--- config.mk ---
export PLATFORM = sky130hd
export DESIGN_NAME = seg7_scan_driver
export DESIGN_NICKNAME = d
export VERILOG_FILES = /design/src/rtl/seg7_pkg.sv /design/src/rtl/seg7_digit_dec.sv /design/src/rtl/seg7_scan_driver.sv
export SDC_FILE = /design/constraint.sdc
export NUM_CORES = 1
export LEC_CHECK = 0
export BUFFER_PORTS_ARGS = -buffer_cell sky130_fd_sc_hd__buf_2
export CORE_UTILIZATION = 31
export CTS_BUF_LIST = sky130_fd_sc_hd__clkbuf_2 sky130_fd_sc_hd__clkbuf_4 sky130_fd_sc_hd__clkbuf_8
export DETAILED_ROUTE_END_ITERATION = 12
export MAX_ROUTING_LAYER = met4
export SETUP_SLACK_MARGIN = 0.02
export SLEW_MARGIN = 0
export SYNTH_ARGS = -nofsm -noshare
export SYNTH_HDL_FRONTEND = slang
export SYNTH_SLANG_ARGS = --single-unit
--- constraint.sdc ---
create_clock -name clk -period 4.5 [get_ports clk]
set_clock_uncertainty 0.1 [all_clocks]
set_input_delay 0.45 -clock clk [delete_from_list [all_inputs] [get_ports clk]]
set_output_delay 0.45 -clock clk [all_outputs]
set_load 0.05 [all_outputs]
--- src/rtl/seg7_pkg.sv ---
// seg7_pkg: active-high segment patterns {a,b,c,d,e,f,g} shared by the scan driver.
package seg7_pkg;
    localparam logic [6:0] SEG_0   = 7'b1111110;
    localparam logic [6:0] SEG_1   = 7'b0110000;
    localparam logic [6:0] SEG_2   = 7'b1101101;
    localparam logic [6:0] SEG_3   = 7'b1111001;
    localparam logic [6:0] SEG_4   = 7'b0110011;
    localparam logic [6:0] SEG_5   = 7'b1011011;
    localparam logic [6:0] SEG_6   = 7'b1011111;
    localparam logic [6:0] SEG_7   = 7'b1110000;
    localparam logic [6:0] SEG_8   = 7'b1111111;
    localparam logic [6:0] SEG_9   = 7'b1111011;
    localparam logic [6:0] SEG_ERR = 7'b0110111;
    localparam logic [6:0] SEG_OFF = 7'b0000000;
endpackage

--- src/rtl/seg7_digit_dec.sv ---
// seg7_digit_dec: combinational BCD to active-high segments; codes 10-15 show the error glyph.
module seg7_digit_dec
    import seg7_pkg::*;
(
    input  logic [3:0] bcd,
    output logic [6:0] seg
);
    always_comb begin
        case (bcd)
            4'd0:    seg = SEG_0;
            4'd1:    seg = SEG_1;
            4'd2:    seg = SEG_2;
            4'd3:    seg = SEG_3;
            4'd4:    seg = SEG_4;
            4'd5:    seg = SEG_5;
            4'd6:    seg = SEG_6;
            4'd7:    seg = SEG_7;
            4'd8:    seg = SEG_8;
            4'd9:    seg = SEG_9;
            default: seg = SEG_ERR;
        endcase
    end
endmodule

--- src/rtl/seg7_scan_driver.sv ---
// seg7_scan_driver: multiplexed 7-segment scanner with frame-aligned double buffering.
// Define SEG7_LZ_BLANK_EN to blank leading zero digits (digit 0 always shown).
module seg7_scan_driver
    import seg7_pkg::*;
#(
    parameter int DIGITS         = 4,
    parameter int SCAN_DIV       = 1000,
    parameter int BLANK_CYC      = 2,
    parameter bit SEG_ACTIVE_LOW = 1'b0,
    parameter bit DIG_ACTIVE_LOW = 1'b1
) (
    input  logic                  clk,
    input  logic                  rst_n,
    input  logic                  enable,
    input  logic                  load_valid,
    output logic                  load_ready,
    input  logic [4*DIGITS-1:0]   load_bcd,
    input  logic [DIGITS-1:0]     load_dp,
    output logic [6:0]            seg,
    output logic                  dp,
    output logic [DIGITS-1:0]     dig
);
    localparam int PW = $clog2(SCAN_DIV);
    localparam int IW = DIGITS > 1 ? $clog2(DIGITS) : 1;
    localparam logic [6:0] SEG_IDLE = {7{SEG_ACTIVE_LOW}};
    localparam logic [DIGITS-1:0] DIG_IDLE = {DIGITS{DIG_ACTIVE_LOW}};

    logic [PW-1:0] presc;
    logic [IW-1:0] idx;
    logic [4*DIGITS-1:0] disp_bcd, pend_bcd;
    logic [DIGITS-1:0] disp_dp, pend_dp;
    logic pend_v, term, frame, lit, blank;
    logic [6:0] dec_seg;

    assign term = presc == PW'(SCAN_DIV - 1);
    assign frame = term && idx == IW'(DIGITS - 1);
    assign lit = enable && presc >= PW'(BLANK_CYC);
    assign load_ready = !pend_v;

`ifdef SEG7_LZ_BLANK_EN
    // lz[i]: digit i and everything above it are zero with no dp
    logic [DIGITS:0] lz;
    assign lz[DIGITS] = 1'b1;
    for (genvar i = 0; i < DIGITS; i++)
        assign lz[i] = lz[i+1] && disp_bcd[4*i +: 4] == 4'd0 && !disp_dp[i];
    assign blank = lz[idx] && idx != '0;
`else
    assign blank = 1'b0;
`endif

    seg7_digit_dec u_dec (
        .bcd(disp_bcd[4*idx +: 4]),
        .seg(dec_seg)
    );

    always_ff @(posedge clk or negedge rst_n) begin
        if (!rst_n) begin
            presc <= '0;
            idx   <= '0;
        end else begin
            presc <= (!enable || term) ? '0 : presc + 1'b1;
            idx   <= !enable ? '0 : !term ? idx : frame ? '0 : idx + 1'b1;
        end
    end

    // Display register only changes at a frame boundary or while disabled, so frames never tear
    always_ff @(posedge clk or negedge rst_n) begin
        if (!rst_n) begin
            pend_v   <= 1'b0;
            pend_bcd <= '0;
            pend_dp  <= '0;
            disp_bcd <= '0;
            disp_dp  <= '0;
        end else if (load_valid && !pend_v) begin
            pend_v   <= 1'b1;
            pend_bcd <= load_bcd;
            pend_dp  <= load_dp;
        end else if (pend_v && (frame || !enable)) begin
            pend_v   <= 1'b0;
            disp_bcd <= pend_bcd;
            disp_dp  <= pend_dp;
        end
    end

    always_ff @(posedge clk or negedge rst_n) begin
        if (!rst_n) begin
            seg <= SEG_IDLE;
            dp  <= SEG_ACTIVE_LOW;
            dig <= DIG_IDLE;
        end else begin
            seg <= (lit && !blank ? dec_seg : SEG_OFF) ^ SEG_IDLE;
            dp  <= (lit && !blank && disp_dp[idx]) ^ SEG_ACTIVE_LOW;
            dig <= (lit ? DIGITS'(1) << idx : '0) ^ DIG_IDLE;
        end
    end
endmodule

==> results of run 1 <==
==> area by class of cell <==
type | count | area share
inverters | 10 | 0.01105
clock buffers | 11 | 0.04274
repair buffers | 37 | 0.05527
multi-input cells | 128 | 0.3534
well taps | 111 | 0.04090
clock inverters | 5 | 0.01621
flip-flops and latches | 65 | 0.4805
==> per-stage QoR <==
stage	hold WS, ns	utilization	cell area, µm²	instances	power, mW
finish	0.1701	0.3710	3396	367	1.714
global route	0.2104	0.3710	3396	367	1.819
CTS	0.2100	0.3710	3396	367	1.744
detailed placement	0.3940	0.3491	3196	351	1.236
global placement	0.3947	0.3491	3196	351	1.220
floorplan	0.05441	-	2915	210	1.128
==> worst max-delay path: cells and delay by family, from the launching register on <==
family	cells	cell delay, ns
mux	1	0.44
compound gates	1	0.40
buf+inv	1	0.06
fa+ha+maj	1	0.29
simple gates	1	0.44
flops	1	0.68
==> kinds of logic after synthesis <==
group	count (synthesis)	synth area share
AOI/OAI and AO/OA	10	0.02447
xor gates and xnor gates	8	0.02404
buffers and inverters	17	0.02961
and+or+nand+nor	50	0.08284
adders and majority gates	10	0.04292
muxes	50	0.2365
DFF	65	0.5597
==> metal layers <==
layer | share of wire | global-route usage | wire length, µm
met4 | 0.0074 | 0.05626 | 36
met3 | 0.050 | 0.04184 | 241
met2 | 0.45 | 0.1684 | 2192
met5 | 0 | - | 0
met1 | 0.49 | 0.1444 | 2381
==> report_power, final <==
group | switching, mW | internal (mW)
Combinational | 0.191 | 0.227
Clock | 0.223 | 0.275
Sequential | 0.0786 | 0.720
==> sequential cells by signal (all words and copies together) (netlist names) <==
name      cells
disp_bcd     16
pend_bcd     16
presc        10
seg           7
dig           4
disp_dp       4
pend_dp       4
idx           2
dp            1
pend_v        1
==> cells in the mapped netlist (all sizes together) <==
master	count
or3	2
nor2b	2
o21bai	1
nand3	5
and3	1
a311oi	1
buf	4
nor4	2
a21oi	4
nor2	14
mux2i	4
xor2	2
nand3b	1
and2	1
nor3	2
nand2	13
inv	10
mux2	41
ha	10
a31oi	3
clkbuf	3
nor3b	1
dfstp	4
mux4	5
dfrtp	61
nand4	2
o41ai	1
xnor2	6
nand2b	3
or2	1
==> worst paths after layout <==
| path | startpoint | end | slack [ns] | cells past startpoint |
|---|---|---|---|---|
| max reg2reg | idx[0]$_DFFE_PN0N_ | disp_bcd[3]$_DFFE_PN0P_ | 1.97 | 5 |
| min reg2reg | pend_bcd[5]$_DFFE_PN0P_ | disp_bcd[5]$_DFFE_PN0P_ | 0.41 | 1 |
| max in group asynchronous | rst_n | disp_bcd[3]$_DFFE_PN0P_ | 3.59 | 2 |
| max | idx[0]$_DFFE_PN0N_ | disp_bcd[3]$_DFFE_PN0P_ | 1.97 | 5 |
| min in group clk | load_bcd[0] | pend_bcd[0]$_DFFE_PN0P_ | 0.24 | 2 |
| min | rst_n | presc[6]$_DFF_PN0_ | 0.17 | 2 |
==> reports/metrics.yaml, run 1 <==
timing:
  setup_slack_ns: 1.966
  setup_tns_ns: 0
  fin_crit_sh: 0.5630
  slew_viol_final: 0
  final.min_clock_period_ns: 2.534
  setup-violations-final: 0
  finalHoldViolations: 0
  rsz0062_at_grt: "no"
  max_freq_mhz: 394.7
  tightest_slew_ns: 0.9692
  slew_headroom: 0.3510
worst_hold_path:
  hold_path_class: "primary input to async pin"
routing:
  drt-initial-drc-count: 71
  drt-wirelength-per-cell_um: 13.22
  vias_per_cell: 4.548
  drc: 0
  postRouteAntennaNets: 0
  firstDrtPassIters: 4
  num_vias: 1669
  wirelength_um: 4851
synthesis:
  yosysWarnings: 0
  yosysUniqueCellTypes: 33
  syn_nets: 244
  netlist_top_cells_area: "dfrtp_1 (52%), mux2_4 (10%), mux2_2 (8.1%)"
  ys_ff_latch: 65
  synth_top_cell_by_area: "dfrtp_1"
  yosysTopAreaCellShare: 0.5236
  avgSynthCellArea_um2: 13.88
  syn-instance-count: 210
  synth_area_um2: 2915
  ys_seq_area_frac: 0.5597
flow_run:
  cap_violations: 0
critical_path:
  end_kind: "flop"
  worst-path-max-fanout: 20
  critical_path_required_ns: 4.62
  start_kind: "flop"
  slowest_stage: "dfrtp_1"
  slowest_delay_ns: 0.68
  path_cells: "ha_1, inv_1, o41ai_2, nand2_2, mux2_4"
  worstSetupPathType: "flop to flop"
  crit_arrival_ns: 2.65
floorplan:
  ios: 37
  die_area_um2: 9796
  die_height_um: 98.98
  placementRows: 35
  die_w_um: 98.98
  coreArea_um2: 9153
  start_util: 0.3185
pwr:
  peakVddDrop_mv: 0.2142
  power_leakage_nw: 1.565
  power_density_nw_per_um2: 504.9
clock_tree:
  htree_levels: 3
  numCtsBuffers: 9
  postCtsHoldBufs: 0
  cts.sinks: 65
  clockBufferDepth: 2
  post_cts_resized: 0
  cts_root_buf: "clkbuf_8"
  clk_pin_slew_ns: 0.07
  clock_latency_ns: 0.34
  tritoncts: "built"
  cts_setup_buffers: 0
layout:
  multi_input_area_um2: 1200
  nets: 285
  layout_common_cells: "dfrtp_1 (61), buf_2 (36), mux2_2 (21)"
  n_fill_cell: 872
  regArea_um2: 1632
  areaGrowthSynthToFinish_pct: 16.48
  final_common_cell: "dfrtp_1"
  antenna_cells: 0
  final_layout_size_suffix_gt1_frac: 0.4141
placed_design:
  io_buffers: 36
  gp_congestion: 0.7629
  dp_slack_ns: 1.921
  dp_hpwl_um: 3383
global_routing:
  grt.total_usage: 0.1165
  grt_max_degree: 66
  antenna_found_initial: 0
  grt_overflow: 0
  grt_pass1_wl_um: 8493
  grt_pass1_vias: 1753
outcome:
  status: "finished, final reports clean"
Power figures use the tool's default switching activity.
==> run 2, diff against run 1 <==
Clock period 4.5 ns to 2.25 ns, I/O delays scaled along.
==> run 2 against run 1 <==
First-iteration DRC count fell by 54%. Via count is 1.5% higher. Critical path depth is 2 higher. Clock-buffer cell count increased by 1. Largest cell class unchanged.
==> reports/metrics.yaml, run 2 (synthesis results as in run 1) <==
routing:
  vias_per_cell: 4.542  # -0.13%
  drc: 0  # unchanged
  drt-initial-drc-count: 33  # -54%
  firstDrtPassIters: 4  # unchanged
  postRouteAntennaNets: 0  # unchanged
  num_vias: 1694  # +1.5%
  drt-wirelength-per-cell_um: 13.42  # +1.5%
  wirelength_um: 5004  # +3.2%
floorplan:
  die_area_um2: 9796  # unchanged
  die_w_um: 98.98  # unchanged
  start_util: 0.3185  # unchanged
  ios: 37  # unchanged
  placementRows: 35  # unchanged
  coreArea_um2: 9153  # unchanged
  die_height_um: 98.98  # unchanged
layout:
  antenna_cells: 0  # unchanged
  layout_common_cells: "dfrtp_1 (60), buf_2 (36), mux2_2 (21)"
  reg_top3: "disp_bcd (16), pend_bcd (16), presc (10)"
  n_fill_cell: 861  # -1.3%
  nets: 292  # +2.5%
  final_common_cell: "dfrtp_1"
  areaGrowthSynthToFinish_pct: 18.37
  final_core_util: 0.3770  # +0.006015
  final_layout_size_suffix_gt1_frac: 0.4275  # +0.01342
  stdcell_area_um2: 3451  # +1.6%
critical_path:
  slowest_delay_ns: 0.56  # -0.12 ns
  worst-path-max-fanout: 6  # -70%
  slowest_stage: "mux4_2"
  critical_path_required_ns: 2.37  # -2.25 ns
  crit_arrival_ns: 2.19  # -0.46 ns
  end_kind: "flop"
  worstSetupPathType: "flop to flop"
  path_cells: "buf_4, mux4_2, inv_1, ha_1, nand2b_1, nor3b_1, a311oi_1"
  start_kind: "flop"
global_routing:
  groute.layer.met2.usage: 0.1689  # +0.0005379
  use_met1: 0.1583  # +0.01397
  grt_util_met3: 0.03121  # -0.01064
  grt_pass1_wl_um: 8707  # +2.5%
  grt_overflow: 0  # unchanged
  busiest_layer: "met2"
  grt_max_degree: 26  # -61%
  grt_pass1_vias: 1770  # +0.97%
  antenna_found_initial: 0  # unchanged
  grt.total_usage: 0.1194  # +0.002961
placed_design:
  place_area_um2: 3241  # +1.4%
  gp_congestion: 0.7541  # -1.2%
  dp_slack_ns: 0.09681  # -1.824 ns
  io_buffers: 36  # unchanged
  dp_hpwl_um: 3632  # +7.3%
clock_tree:
  numCtsBuffers: 9  # unchanged
  clockBufferDepth: 2  # unchanged
  tritoncts: "built"
  clk_pin_slew_ns: 0.07  # about the same
  clock_latency_ns: 0.33  # about the same
  htree_levels: 3  # unchanged
  cts_setup_buffers: 0  # unchanged
  cts.sinks: 65  # unchanged
  cts_root_buf: "clkbuf_8"
timing:
  slew_viol_final: 0  # unchanged
  slew_headroom: 0.6781  # +0.3272
  fin_crit_sh: 0.9182  # +0.3551
  finalHoldViolations: 0  # unchanged
  rsz0062_at_grt: "no"
  final.min_clock_period_ns: 2.066  # -0.4677 ns
  setup-violations-final: 0  # unchanged
  setup_slack_ns: 0.1841  # -1.782 ns
  hold_ws_ns: 0.02484  # -0.1452 ns
  tightest_slew_ns: 0.4828  # -0.4864 ns
  setup_tns_ns: 0  # unchanged
  max_freq_mhz: 484.1  # +23%
worst_hold_path:
  hold_path_class: "primary input to flop"
pwr:
  intPower_mw: 2.473  # +100%
  power_leakage_nw: 1.604  # +2.5%
  p_sw_frac: 0.2768  # -0.01046
  p_sw_mw: 0.9465  # +92%
  peakVddDrop_mv: 0.3689  # +72%
  combPwrFrac: 0.246  # +0.002
  clockPowerShare: 0.287  # -0.003
  seq_power_share: 0.467  # about the same
  power_density_nw_per_um2: 990.9  # +96%
outcome:
  status: "finished, final reports clean"
flow_run:
  cap_violations: 0  # unchanged
## run 2: worst paths after layout
check                                             from                 endpoint  slack, ns  cells past startpoint
worst max-delay path                idx[0]$_DFFE_PN0N_         seg[2]$_DFF_PN0_       0.18                      7
worst min-delay path                       load_bcd[0]  pend_bcd[0]$_DFFE_PN0P_       0.02                      2
worst max register to register      idx[0]$_DFFE_PN0N_         seg[2]$_DFF_PN0_       0.18                      7
worst min register to register  pend_dp[2]$_DFFE_PN0P_   disp_dp[2]$_DFFE_PN0P_       0.40                      1
max in group asynchronous                        rst_n       idx[0]$_DFFE_PN0N_       1.05                      3
min in group asynchronous                        rst_n       presc[7]$_DFF_PN0_       0.29                      2
## run 2: metrics by stage
step	instances	power, mW
6_report	373	3.420
3_5_place_dp	357	2.474
5_1_grt	373	3.640
2_1_floorplan	210	2.256
3_3_place_gp	357	2.446
4_1_cts	373	3.477
## run 2: power by group through the flow
stage / Sequential, mW / Combinational, mW / Clock (mW)
5_1_grt: 1.65 / 0.928 / 1.07
2_1_floorplan: 1.66 / 0.599 / 0
4_1_cts: 1.60 / 0.853 / 1.02
3_3_place_gp: 1.62 / 0.827 / 0
6_report: 1.60 / 0.840 / 0.983
3_5_place_dp: 1.62 / 0.851 / 0
## run 2: routing by layer
metal | up-vias | share of wire
li1 | 821 | -
met1 | 830 | 0.50
met2 | 35 | 0.44
met3 | 8 | 0.043
met4 | 0 | 0.015
met5 | - | 0
## run 2: area by class of cell
class                           instances  area, µm²  share of cell area
Tap cell                              111      138.9             0.04025
Clock buffer                           12      158.9             0.04605
Multi-Input combinational cell        128       1200              0.3477
Clock inverter                          3      40.04             0.01160
Timing Repair Buffer                   44      242.7             0.07034
Sequential cell                        65       1633              0.4732
Inverter                               10      37.54             0.01088
## run 2: worst max-delay path, delay by kind of cell (launching register included)
kind,cells,cell delay [ns]
AOI/OAI and AO/OA,1,0.24
buffers and inverters,2,0.27
DFF,1,0.42
and+or+nand+nor,2,0.21
adders and majority gates,1,0.16
muxes,1,0.56
## run 2: what timing repair did
action | CTS | global route
setup endpoints to repair | 0 | 1
hold endpoints to repair | 17 | 0
resized for setup | 0 | 1
hold buffers | 1 | 0
